--- config.mk ---
export PLATFORM = sky130hd
export DESIGN_NAME = multicycle_ctrl
export DESIGN_NICKNAME = d
export VERILOG_FILES = /design/src/rtl/multicycle_ctrl_pkg.sv /design/src/rtl/multicycle_ctrl_alu_decoder.sv /design/src/rtl/multicycle_ctrl.sv
export SDC_FILE = /design/constraint.sdc
export NUM_CORES = 1
export LEC_CHECK = 0
export BUFFER_PORTS_ARGS = -buffer_cell sky130_fd_sc_hd__buf_2
export CELL_PAD_IN_SITES_DETAIL_PLACEMENT = 1
export CELL_PAD_IN_SITES_GLOBAL_PLACEMENT = 1
export CORE_UTILIZATION = 26
export DETAILED_ROUTE_END_ITERATION = 16
export PLACE_DENSITY = 0.78
export SYNTH_ARGS = -nofsm -noshare
export SYNTH_HDL_FRONTEND = slang
export SYNTH_HIERARCHICAL = 1
export SYNTH_SLANG_ARGS = --single-unit
--- constraint.sdc ---
create_clock -name clk -period 1.6 [get_ports clk]
set_input_delay 0.32 -clock clk [delete_from_list [all_inputs] [get_ports clk]]
set_output_delay 0.32 -clock clk [all_outputs]
set_load 0.01 [all_outputs]
--- src/rtl/multicycle_ctrl_pkg.sv ---
// Shared encodings for the RV32I-subset multicycle CPU: FSM states, ALU control codes,
// opcodes and datapath mux selects used by the controller, ALU and datapath.
package cpu_pkg;

    typedef enum logic [3:0] {
        S_FETCH    = 4'd0,
        S_DECODE   = 4'd1,
        S_EXEC_R   = 4'd2,
        S_EXEC_I   = 4'd3,
        S_ALU_WB   = 4'd4,
        S_MEM_ADDR = 4'd5,
        S_MEM_RD   = 4'd6,
        S_MEM_WB   = 4'd7,
        S_MEM_WR   = 4'd8,
        S_BRANCH   = 4'd9,
        S_TRAP     = 4'd10
    } state_t;

    localparam logic [2:0] ALU_ADD = 3'b000;
    localparam logic [2:0] ALU_SUB = 3'b001;
    localparam logic [2:0] ALU_AND = 3'b010;
    localparam logic [2:0] ALU_OR  = 3'b011;
    localparam logic [2:0] ALU_SLT = 3'b101;

    localparam logic [6:0] OP_R      = 7'b0110011;
    localparam logic [6:0] OP_I      = 7'b0010011;
    localparam logic [6:0] OP_LOAD   = 7'b0000011;
    localparam logic [6:0] OP_STORE  = 7'b0100011;
    localparam logic [6:0] OP_BRANCH = 7'b1100011;

    localparam logic [2:0] F3_ADD  = 3'b000;
    localparam logic [2:0] F3_SLT  = 3'b010;
    localparam logic [2:0] F3_OR   = 3'b110;
    localparam logic [2:0] F3_AND  = 3'b111;
    localparam logic [2:0] F3_WORD = 3'b010;
    localparam logic [2:0] F3_BEQ  = 3'b000;
    localparam logic [2:0] F3_BNE  = 3'b001;

    localparam logic [1:0] SRC_A_PC    = 2'b00;
    localparam logic [1:0] SRC_A_OLDPC = 2'b01;
    localparam logic [1:0] SRC_A_REG   = 2'b10;

    localparam logic [1:0] SRC_B_REG    = 2'b00;
    localparam logic [1:0] SRC_B_IMM    = 2'b01;
    localparam logic [1:0] SRC_B_CONST4 = 2'b10;

    localparam logic [1:0] IMM_I = 2'b00;
    localparam logic [1:0] IMM_S = 2'b01;
    localparam logic [1:0] IMM_B = 2'b10;

    localparam logic [1:0] RES_ALUOUT  = 2'b00;
    localparam logic [1:0] RES_MEMDATA = 2'b01;
    localparam logic [1:0] RES_ALU     = 2'b10;

    localparam logic PC_SRC_ALU    = 1'b0;
    localparam logic PC_SRC_ALUOUT = 1'b1;

endpackage

--- src/rtl/multicycle_ctrl_alu_decoder.sv ---
// Combinational ALU operation decode for R-type and I-type arithmetic instructions,
// flagging funct combinations the CPU does not implement.
module alu_decoder
    import cpu_pkg::*;
(
    input  logic [6:0] opcode,
    input  logic [2:0] funct3,
    input  logic       funct7_5,
    output logic [2:0] alu_ctrl,
    output logic       illegal_funct
);

    always_comb begin
        alu_ctrl      = ALU_ADD;
        illegal_funct = 1'b0;
        if (opcode == OP_R) begin
            case (funct3)
                F3_ADD:  alu_ctrl = funct7_5 ? ALU_SUB : ALU_ADD;
                F3_AND:  alu_ctrl = ALU_AND;
                F3_OR:   alu_ctrl = ALU_OR;
                F3_SLT:  alu_ctrl = ALU_SLT;
                default: illegal_funct = 1'b1;
            endcase
        end else if (opcode == OP_I) begin
            // funct7 carries immediate bits here, so it never selects sub
            case (funct3)
                F3_ADD:  alu_ctrl = ALU_ADD;
                F3_AND:  alu_ctrl = ALU_AND;
                F3_OR:   alu_ctrl = ALU_OR;
                F3_SLT:  alu_ctrl = ALU_SLT;
                default: illegal_funct = 1'b1;
            endcase
        end
    end

endmodule

--- src/rtl/multicycle_ctrl.sv ---
// Multicycle control FSM for the RV32I-subset CPU: sequences fetch/decode/execute/writeback,
// drives the ALU and operand muxes, and handshakes with a variable-latency memory.
module multicycle_ctrl
    import cpu_pkg::*;
#(
    parameter state_t RESET_STATE = S_FETCH
) (
    input  logic        clk,
    input  logic        rst,
    input  logic [31:0] instr,
    input  logic        eq,
    input  logic        mem_ready,
    output logic [2:0]  alu_ctrl,
    output logic [1:0]  alu_src_a,
    output logic [1:0]  alu_src_b,
    output logic [1:0]  imm_src,
    output logic [1:0]  result_src,
    output logic        pc_src,
    output logic        pc_we,
    output logic        ir_we,
    output logic        reg_we,
    output logic        mem_re,
    output logic        mem_we,
    output logic        retire,
    output logic        illegal,
    output logic [3:0]  state
);

    state_t     state_q;
    state_t     state_d;
    logic [6:0] opcode;
    logic [2:0] funct3;
    logic [2:0] dec_alu_ctrl;
    logic       dec_illegal;
    logic       unused_instr_bits;

    assign opcode            = instr[6:0];
    assign funct3            = instr[14:12];
    assign unused_instr_bits = ^{instr[31], instr[29:15], instr[11:7]};
    assign state             = state_q;

    alu_decoder u_alu_decoder (
        .opcode        (opcode),
        .funct3        (funct3),
        .funct7_5      (instr[30]),
        .alu_ctrl      (dec_alu_ctrl),
        .illegal_funct (dec_illegal)
    );

    always_ff @(posedge clk or posedge rst) begin
        if (rst) begin
            state_q <= RESET_STATE;
        end else begin
            state_q <= state_d;
        end
    end

    always_comb begin
        state_d    = state_q;
        alu_ctrl   = ALU_ADD;
        alu_src_a  = SRC_A_PC;
        alu_src_b  = SRC_B_REG;
        imm_src    = IMM_I;
        result_src = RES_ALUOUT;
        pc_src     = PC_SRC_ALU;
        pc_we      = 1'b0;
        ir_we      = 1'b0;
        reg_we     = 1'b0;
        mem_re     = 1'b0;
        mem_we     = 1'b0;
        retire     = 1'b0;
        illegal    = 1'b0;

        case (state_q)
            S_FETCH: begin
                mem_re     = 1'b1;
                alu_src_a  = SRC_A_PC;
                alu_src_b  = SRC_B_CONST4;
                result_src = RES_ALU;
                if (mem_ready) begin
                    ir_we   = 1'b1;
                    pc_we   = 1'b1;
                    state_d = S_DECODE;
                end
            end

            S_DECODE: begin
                // Branch target is computed speculatively and parked in ALUOUT
                alu_src_a = SRC_A_OLDPC;
                alu_src_b = SRC_B_IMM;
                imm_src   = IMM_B;
                case (opcode)
                    OP_R:      state_d = S_EXEC_R;
                    OP_I:      state_d = S_EXEC_I;
                    OP_LOAD:   state_d = (funct3 == F3_WORD) ? S_MEM_ADDR : S_TRAP;
                    OP_STORE:  state_d = (funct3 == F3_WORD) ? S_MEM_ADDR : S_TRAP;
                    OP_BRANCH: state_d = (funct3 == F3_BEQ || funct3 == F3_BNE)
                                         ? S_BRANCH : S_TRAP;
                    default:   state_d = S_TRAP;
                endcase
            end

            S_EXEC_R: begin
                alu_src_a = SRC_A_REG;
                alu_src_b = SRC_B_REG;
                alu_ctrl  = dec_alu_ctrl;
                state_d   = dec_illegal ? S_TRAP : S_ALU_WB;
            end

            S_EXEC_I: begin
                alu_src_a = SRC_A_REG;
                alu_src_b = SRC_B_IMM;
                imm_src   = IMM_I;
                alu_ctrl  = dec_alu_ctrl;
                state_d   = dec_illegal ? S_TRAP : S_ALU_WB;
            end

            S_ALU_WB: begin
                reg_we     = 1'b1;
                result_src = RES_ALUOUT;
                retire     = 1'b1;
                state_d    = S_FETCH;
            end

            S_MEM_ADDR: begin
                alu_src_a = SRC_A_REG;
                alu_src_b = SRC_B_IMM;
                imm_src   = (opcode == OP_STORE) ? IMM_S : IMM_I;
                state_d   = (opcode == OP_STORE) ? S_MEM_WR : S_MEM_RD;
            end

            S_MEM_RD: begin
                mem_re     = 1'b1;
                result_src = RES_ALUOUT;
                if (mem_ready) begin
                    state_d = S_MEM_WB;
                end
            end

            S_MEM_WB: begin
                reg_we     = 1'b1;
                result_src = RES_MEMDATA;
                retire     = 1'b1;
                state_d    = S_FETCH;
            end

            S_MEM_WR: begin
                mem_we     = 1'b1;
                result_src = RES_ALUOUT;
                if (mem_ready) begin
                    retire  = 1'b1;
                    state_d = S_FETCH;
                end
            end

            S_BRANCH: begin
                alu_src_a = SRC_A_REG;
                alu_src_b = SRC_B_REG;
                alu_ctrl  = ALU_SUB;
                pc_src    = PC_SRC_ALUOUT;
                pc_we     = funct3[0] ? ~eq : eq;
                retire    = 1'b1;
                state_d   = S_FETCH;
            end

            S_TRAP: begin
                illegal = 1'b1;
            end

            default: begin
                state_d = S_TRAP;
            end
        endcase

        // FETCH is a Mealy/Moore source of strobes; reset must silence them immediately
        if (rst) begin
            pc_we   = 1'b0;
            ir_we   = 1'b0;
            reg_we  = 1'b0;
            mem_re  = 1'b0;
            mem_we  = 1'b0;
            retire  = 1'b0;
            illegal = 1'b0;
        end
    end

endmodule

==> metrics.csv, run 1 <==
stage,metric,value,unit
setup_path,crit_required,1280,ps
setup_path,setup.worst_path.end_class,primary output,
global_routing,antenna_found_initial,0,
floorplan,die_w,55.9,um
cells_and_area,largest_register_ffs,4,
cells_and_area,nets,205,
sta,fmax,0.515,GHz
setup_path,r2r_slack,-170,ps
setup_path,cp_max_fo,5,
cells_and_area,final_cell_mix,"31 x buf_4, 30 x buf_2, 14 x buf_6, 7 x nor2_1, 6 x nor2_4",
power,leakagePower,0.702,nW
cells_and_area,drive_gt1_share,71.3,%
yosys,syn-num-nets,129,
sta,fin_crit,1940,ps
sta,holdWs,85.8,ps
sta,worst_pin_slew,320,ps
setup_path,arrival,1620,ps
cts,cts_made_buffers,3,
cts,clockBufferDepth,2,
yosys,async_flop_share,100,%
cells_and_area,syn2layout_area_growth,98.7,%
sta,fin_crit_sh,121,%
global_routing,grt_max_degree,9,
floorplan,coreArea,2760,um2
cells_and_area,final_util,54.4,%
detailed_routing,via_per_inst,5.30,
cts,insertion_delay,230,ps
yosys,synth_area,754,um2
global_routing,grt_pass1_wl,5070,um
floorplan,start_util,27.4,%
cts,cts_htree_levels,1,
global_routing,grt.overflow.total,0,
floorplan,num_rows,19,
floorplan,die_h,55.9,um
detailed_routing,postRouteAntennaNets,0,
sta,slew_headroom,78.5,%
detailed_routing,first_pass_iters,2,
detailed_routing,drtIter0Drc,10,
sta,setup_viol,18,
detailed_routing,dr_total_vias,1049,
setup_path,r2r-end,state[3],
status,violations,negative setup slack,
floorplan,ios,59,
cts,clock-sinks,4,
yosys,synth_area_per_cell,8.11,um2
power,fin_total_pwr,0.00209,W
setup_path,worstReg2RegStart,state[3],
placed_design,place.port_buffers,37,
power,powerDensity,1400,nW/um2
detailed_routing,avgRoutedWirePerCell,18.1,um
cells_and_area,n_antenna_cell,0,
yosys,syn_inst,93,
placed_design,hpwl,2370,um
detailed_routing,drcViolationCount,0,
cts,root_buffer,clkbuf_4,
yosys,synthFlopType,dfrtp_1,
setup_path,worst-setup-path-type,reg -> out,
setup_path,crit_chain,or2_4 -> nor3_4 -> nand2_2 -> a21oi_2 -> buf_2,
worst_hold_path,min_path_type,in -> async,
setup_path,crit_slowest_cell,dfrtp_2,
setup_path,slowest_delay,440,ps
cells_and_area,final_common_cell,buf_4,
placed_design,place_congestion,0.832,
sta,finClkSkew,4.21,ps
cts,clk_pin_slew_worst_paths,40,ps
power,ir_worst_vdd,905,uV
sta,fin_ws,-342,ps
yosys,yosysSeqAreaShare,13.3,%
floorplan,die_area,3120,um2
sta,slew_violations,0,
yosys,synthDistinctLibCells,50,
sta,finalHoldViolations,0,
status,status,"complete, but fails checks",
setup_path,startpoint_type,flop,
setup_path,worst_r2r_path_depth,6,
yosys,synth_edf_count,0,
flow_run,max_cap_violations,0,
cts,tritoncts,built,
sta,rsz0062_at_grt,true,
yosys,ys_ff_latch,4,
setup_path,cp_top_family,simple AND/OR/NAND/NOR gates,
setup_path,cp_num_buf_inv,1,
detailed_routing,routed_wl,3590,um
global_routing,grt_pass1_vias,1062,
global_routing,grt_use_total,20.4,%
yosys,ys_warn_count,6,
==> per-layer routing <==
layer  vias to the layer above  part of all wire [%]  GRT usage, %
met2                        32                    56          42.2
met5                         -                     0             0
li1                        494                     -             -
met4                         0                   2.0          1.05
met1                       517                    40          22.9
met3                         6                   2.7          2.56
==> cells by family (layout without fill, tap and decap cells) <==
| family | after synthesis | count (layout) | share of synthesized area, % |
|---|---|---|---|
| buf+inv | 9 | 83 | 6.30 |
| mux | 1 | 1 | 1.49 |
| simple gates | 59 | 59 | 54.6 |
| xor+xnor | 2 | 2 | 2.32 |
| flops | 4 | 4 | 13.3 |
| compound gates | 18 | 18 | 22.1 |
==> power by group <==
| part | switching [W] | internal (W) | total, W |
|---|---|---|---|
| sequential | 0.0000660 | 0.000153 | 0.000219 |
| combinational | 0.000843 | 0.000907 | 0.00175 |
| clock | 0.0000395 | 0.0000838 | 0.000123 |
==> layout make-up <==
cell class / count / area [um2]
timing repair buffer: 77 / 581
tap: 31 / 38.8
inverter: 3 / 11.3
sequential: 4 / 104
clock buffer: 3 / 22.5
multi-input combinational: 80 / 742
fill: 339 / 1260
==> stage by stage <==
stage               TNS [ps]  worst slack, ps  area [um2]  cells
global placement        -211            -90.6        1200    183
global route           -3740             -395        1500    198
detailed placement      -406             -129        1200    183
floorplan               -155             -102         790     93
finish                 -2700             -342        1500    198
CTS                    -2280             -254        1400    196
==> cells in the mapped netlist (2+ instances only) <==
| library cell | count | area [um2] |
|---|---|---|
| inv_1 | 3 | 11.3 |
| o22a_1 | 2 | 17.5 |
| nand3_1 | 2 | 10.0 |
| nand2b_1 | 6 | 37.5 |
| nand3b_1 | 2 | 15.0 |
| nand4_1 | 2 | 12.5 |
| nand2b_2 | 2 | 17.5 |
| nor2_1 | 12 | 45.0 |
| nor4_2 | 2 | 25.0 |
| a21oi_1 | 4 | 20.0 |
| and2_1 | 2 | 12.5 |
| nor3_1 | 4 | 20.0 |
| nor3b_1 | 2 | 15.0 |
| nor3_2 | 2 | 20.0 |
| dfrtp_1 | 4 | 100 |
| nand2_1 | 7 | 26.3 |
| buf_2 | 2 | 10.0 |
==> worst max-delay path by stage <==
stage / slack, ps / endpoint / cells past startpoint / start
final: -340 / pc_we / 5 / state[1]
after global routing: -400 / pc_we / 7 / state[3]
after CTS: -250 / retire / 6 / state[3]
after detailed placement: -130 / state[3] / 6 / instr[14]
after global placement: -90 / state[3] / 7 / instr[2]
after floorplan: -100 / pc_we / 6 / state[1]
==> what timing repair did <==
| action | in CTS | in global routing |
|---|---|---|
| resized for setup | 24 | 17 |
| endpoints found under the setup margin | 17 | 20 |
| hold endpoints to repair | 0 | 0 |
| setup buffers | 11 | 2 |
| pin swaps | 12 | 4 |
| hold buffers | 0 | 0 |
(Power assumes the default switching activity.)
==> inputs of run 2 (changes only) <==
CORE_UTILIZATION = 27   (was 26)
CTS_BUF_LIST = sky130_fd_sc_hd__clkbuf_4 sky130_fd_sc_hd__clkbuf_8   (was not set)
PLACE_DENSITY = 0.8   (was 0.78)
SLEW_MARGIN = 20   (was not set)
==> run 2 against run 1 <==
The run still ends with negative setup slack left. Count of clock-buffer cells in the layout did not move. Clock power rose by 5%. Die area fell by 3.6%. Cell area fell by 2.3%.
==> metrics.csv, run 2 (synthesis results as in run 1) <==
stage,metric,value,unit
cts,cts_made_buffers,3,
cells_and_area,n_antenna_cell,0,
cells_and_area,largest_register_ffs,4,
cts,root_buffer,clkbuf_4,
detailed_routing,routed_wl,3090,um
cells_and_area,final_common_cell,buf_2,
detailed_routing,dr_total_vias,1003,
cts,tritoncts,built,
floorplan,die_w,54.9,um
cells_and_area,final_cell_mix,"31 x buf_2, 28 x buf_4, 11 x buf_6, 7 x nor2_4, 5 x nand2b_1",
global_routing,antenna_found_initial,0,
sta,finalHoldViolations,0,
cells_and_area,nets,201,
sta,finClkSkew,1.73,ps
flow_run,max_cap_violations,0,
cells_and_area,syn2layout_area_growth,94.0,%
global_routing,grt_pass1_wl,4640,um
sta,final.setup.tns,-2080,ps
global_routing,grt_pass1_vias,1048,
power,powerDensity,1330,nW/um2
floorplan,die_h,54.9,um
sta,fin_ws,-228,ps
detailed_routing,avgRoutedWirePerCell,16.0,um
sta,rsz0062_at_grt,true,
sta,fmax,0.547,GHz
sta,slew_headroom,75.4,%
placed_design,place_congestion,0.877,
setup_path,cp_max_fo,4,
global_routing,grt_use_total,22.2,%
floorplan,num_rows,18,
cts,clk_pin_slew_worst_paths,40,ps
sta,slew_violations,0,
worst_hold_path,min_path_type,in -> async,
power,leakagePower,0.679,nW
global_routing,grt_max_degree,9,
setup_path,arrival,1510,ps
sta,setup_viol,15,
sta,worst_pin_slew,365,ps
cts,clock-sinks,4,
placed_design,hpwl,2300,um
sta,fin_crit_sh,114,%
detailed_routing,postRouteAntennaNets,0,
setup_path,startpoint_type,flop,
cts,clockBufferDepth,2,
status,violations,negative setup slack,
placed_design,place.port_buffers,37,
setup_path,worst-setup-path-type,reg -> out,
cts,cts_htree_levels,1,
detailed_routing,drtIter0Drc,5,
detailed_routing,first_pass_iters,4,
placed_design,dpl_worst_slack,-116,ps
cells_and_area,drive_gt1_share,71.8,%
setup_path,setup.worst_path.end_class,primary output,
detailed_routing,drcViolationCount,0,
floorplan,coreArea,2570,um2
floorplan,start_util,29.4,%
global_routing,grt.overflow.total,0,
floorplan,ios,59,
status,status,"complete, but fails checks",
floorplan,die_area,3010,um2
cts,insertion_delay,240,ps
detailed_routing,via_per_inst,5.20,
power,ir_worst_vdd,754,uV
sta,fin_crit,1830,ps
setup_path,crit_required,1280,ps
==> run 2: changes by cell type in the layout (fill, tap and decap cells not counted), sizes merged <==
cell,previous run,this run
buf,77,73
==> run 2: power breakdown <==
part,total (W),switching (W),internal (W)
logic,0.00161,0.000773,0.000836
registers,0.000213,0.0000591,0.000154
clock network,0.000129,0.0000450,0.0000841
total,0.00195,0.000877,0.00107
==> run 2: worst max-delay path, stage by stage, from the launching register on <==
cell and delay [ps]:
dfrtp_1 380, buf_6 130, or2b_1 240, o22a_1 200, nor2_1 90, o21a_1 110, buf_2 120
==> run 2: area by class of cell <==
cell class	instances	area [um2]
fillers	310	1100
repair buffers	73	549
inverters	3	11.3
multi-input cells	80	739
clock buffers	3	22.5
well taps	30	37.5
flip-flops and latches	4	104
==> run 2: final timing paths <==
check	start	endpoint	slack, ps	cells past startpoint
max	state[3]	retire	-230	6
min reg2reg	state[2]	state[2]	710	2
max reg2reg	state[3]	state[3]	-20	5
min in group clk	mem_ready	state[3]	400	2
max in group asynchronous	rst	state[0]	1330	2
min	rst	state[1]	80	2
==> run 2: timing repair <==
item                                    in CTS  in global routing
endpoints found under the setup margin      17                 20
endpoints found under the hold margin        0                  0
resized for setup                           22                 18
hold buffers                                 0                  0
setup buffers                                5                  3
pin swaps                                    6                  6
==> run 2: per-layer routing <==
| layer | GRT usage [%] | part of all wire, % | routed length [um] |
|---|---|---|---|
| met1 | 22.7 | 38 | 1170 |
| met2 | 45.8 | 57 | 1780 |
| met3 | 1.94 | 3.0 | 92 |
| met4 | 6.84 | 1.8 | 56 |
| met5 | 0 | 0 | 0 |
==> run 2: metrics by stage <==
| stage | total power, W | instance area [um2] | utilization (%) | instances | hold WS [ps] |
|---|---|---|---|---|---|
| finish | 0.00195 | 1460 | 57.0 | 193 | 81.1 |
| global placement | 0.00136 | 1210 | 47.1 | 183 | 297 |
| CTS | 0.00182 | 1370 | 53.4 | 190 | 68.5 |
| detailed placement | 0.00141 | 1210 | 47.1 | 183 | 308 |
| global route | 0.00209 | 1460 | 57.0 | 193 | 109 |
| floorplan | 0.000953 | 790 | - | 93 | 94.5 |
==> inputs of run 3 (changes only) <==
SETUP_SLACK_MARGIN = 0.1   (was not set)
==> run 3 against run 2 <==
The run still ends with negative setup slack left. Die area unchanged. Utilization is 3.8 points higher. Setup slack got worse by 38 ps. Sequential power about the same. Cell area up 6.8%. Hold slack got worse by 18 ps. Non-clock buffer count is 6 higher. Highest routed layer unchanged.
==> metrics.csv, run 3 (synthesis results as in run 1) <==
stage,metric,value,unit
status,status,"complete, but fails checks",
status,violations,negative setup slack,
floorplan,num_rows,18,
detailed_routing,via_per_inst,5.22,
sta,fin_ws,-266,ps
cts,insertion_delay,240,ps
setup_path,crit_required,1280,ps
setup_path,r2r_slack,-110,ps
setup_path,arrival,1550,ps
global_routing,grt_pass1_vias,1063,
cts,clock-sinks,4,
power,powerDensity,1530,nW/um2
sta,fin_crit_sh,117,%
worst_hold_path,min_path_type,in -> async,
flow_run,max_cap_violations,0,
power,seqPwrFrac,8.9,%
cells_and_area,multi_input_area,772,um2
sta,final.setup.tns,-2520,ps
floorplan,die_h,54.9,um
cells_and_area,fillers,312,
floorplan,ios,59,
cells_and_area,stdcell_area,1560,um2
detailed_routing,postRouteAntennaNets,0,
power,comb_power_share,85.5,%
cells_and_area,syn2layout_area_growth,107,%
setup_path,worst-setup-path-type,reg -> out,
cts,cts_made_buffers,3,
power,p_int,0.00135,W
floorplan,die_area,3010,um2
detailed_routing,drcViolationCount,0,
global_routing,grt.overflow.total,0,
sta,rsz0062_at_grt,true,
setup_path,r2r-end,state[3],
global_routing,antenna_found_initial,0,
power,leakagePower,0.707,nW
cells_and_area,final_common_cell,buf_2,
sta,fmax,0.536,GHz
placed_design,postPlaceCellArea,1200,um2
cts,root_buffer,clkbuf_4,
detailed_routing,first_pass_iters,4,
placed_design,place.port_buffers,37,
power,ir_worst_vdd,932,uV
sta,setup_viol,17,
placed_design,place_congestion,0.902,
cells_and_area,nets,207,
cells_and_area,final_util,60.9,%
setup_path,setup.worst_path.end_class,primary output,
sta,slew_violations,0,
setup_path,cp_max_fo,11,
power,fin_total_pwr,0.00240,W
cells_and_area,seq_area,103,um2
sta,finClkSkew,0.560,ps
placed_design,hpwl,2310,um
setup_path,worst_r2r_path_depth,6,
power,switching_power,0.00104,W
cts,cts_hold_buf,0,
cells_and_area,n_antenna_cell,0,
floorplan,coreArea,2570,um2
power,swShare,43.5,%
cells_and_area,final_cell_mix,"30 x buf_2, 25 x buf_4, 23 x buf_6",
sta,worst_pin_slew,377,ps
global_routing,grt_use_total,23.8,%
detailed_routing,dr_total_vias,1039,
floorplan,die_w,54.9,um
global_routing,grt_pass1_wl,4930,um
setup_path,cp_num_buf_inv,2,
cells_and_area,drive_gt1_share,74.6,%
setup_path,cp_top_family,flip-flops,
detailed_routing,drtIter0Drc,7,
sta,fin_crit,1870,ps
setup_path,slowest_delay,440,ps
cts,tritoncts,built,
global_routing,grt_max_degree,12,
detailed_routing,routed_wl,3520,um
setup_path,crit_slowest_cell,dfrtp_2,
sta,slew_headroom,74.7,%
cts,cts_htree_levels,1,
setup_path,worstReg2RegStart,state[3],
setup_path,crit_chain,buf_12 -> nor2_2 -> o22a_1 -> nor2_1 -> o21a_1 -> buf_2,
power,power.clock.fraction,5.6,%
setup_path,startpoint_type,flop,
cts,clockBufferDepth,2,
floorplan,start_util,29.4,%
detailed_routing,avgRoutedWirePerCell,17.7,um
cts,clk_pin_slew_worst_paths,40,ps
sta,finalHoldViolations,0,
cells_and_area,largest_register_ffs,4,
sta,holdWs,62.6,ps
## run 3: cell types whose count changed in the layout (fill, tap and decap cells not counted), sizes merged
cell,delta
buf,+6
## run 3: how the worst max path moves through the flow
stage | startpoint | end | slack, ps | cells past startpoint
3_3_place_gp | instr[3] | state[3] | -70 | 7
4_1_cts | state[2] | pc_we | -260 | 5
2_1_floorplan | state[1] | pc_we | -100 | 6
6_report | state[0] | retire | -270 | 6
3_5_place_dp | instr[3] | state[3] | -100 | 7
5_1_grt | state[0] | retire | -340 | 6
## run 3: per-stage QoR
| stage | setup WS (ps) | std cells |
|---|---|---|
| after floorplan | -101 | 93 |
| after global placement | -65.0 | 181 |
| after detailed placement | -104 | 181 |
| after CTS | -259 | 197 |
| after global routing | -344 | 199 |
| final | -266 | 199 |
## run 3: cell type report
cell class | instances | area share [%]
tap | 30 | 2.40
inverter | 3 | 0.721
sequential | 4 | 6.57
multi-input combinational | 80 | 49.4
clock buffer | 3 | 1.44
timing repair buffer | 79 | 39.5
## run 3: timing repair
item,4_1_cts,5_1_grt
pin swaps,14,12
gates resized for setup,33,21
endpoints found under the setup margin,20,23
buffers inserted,13,5
## run 3: power by group through the flow
stage / logic, W / clock network, W / registers, W
after floorplan: 0.000772 / 0 / 0.000207
after global placement: 0.00122 / 0 / 0.000205
after detailed placement: 0.00127 / 0 / 0.000206
after CTS: 0.00173 / 0.000129 / 0.000209
after global routing: 0.00220 / 0.000149 / 0.000222
final: 0.00205 / 0.000134 / 0.000213
## run 3: per-layer routing
metal	vias to the layer above	wire length, um	GRT usage [%]
li1	498	-	-
met1	495	1320	25.0
met2	38	2000	45.2
met3	8	125	2.78
met4	0	82	12.4
met5	-	0	0
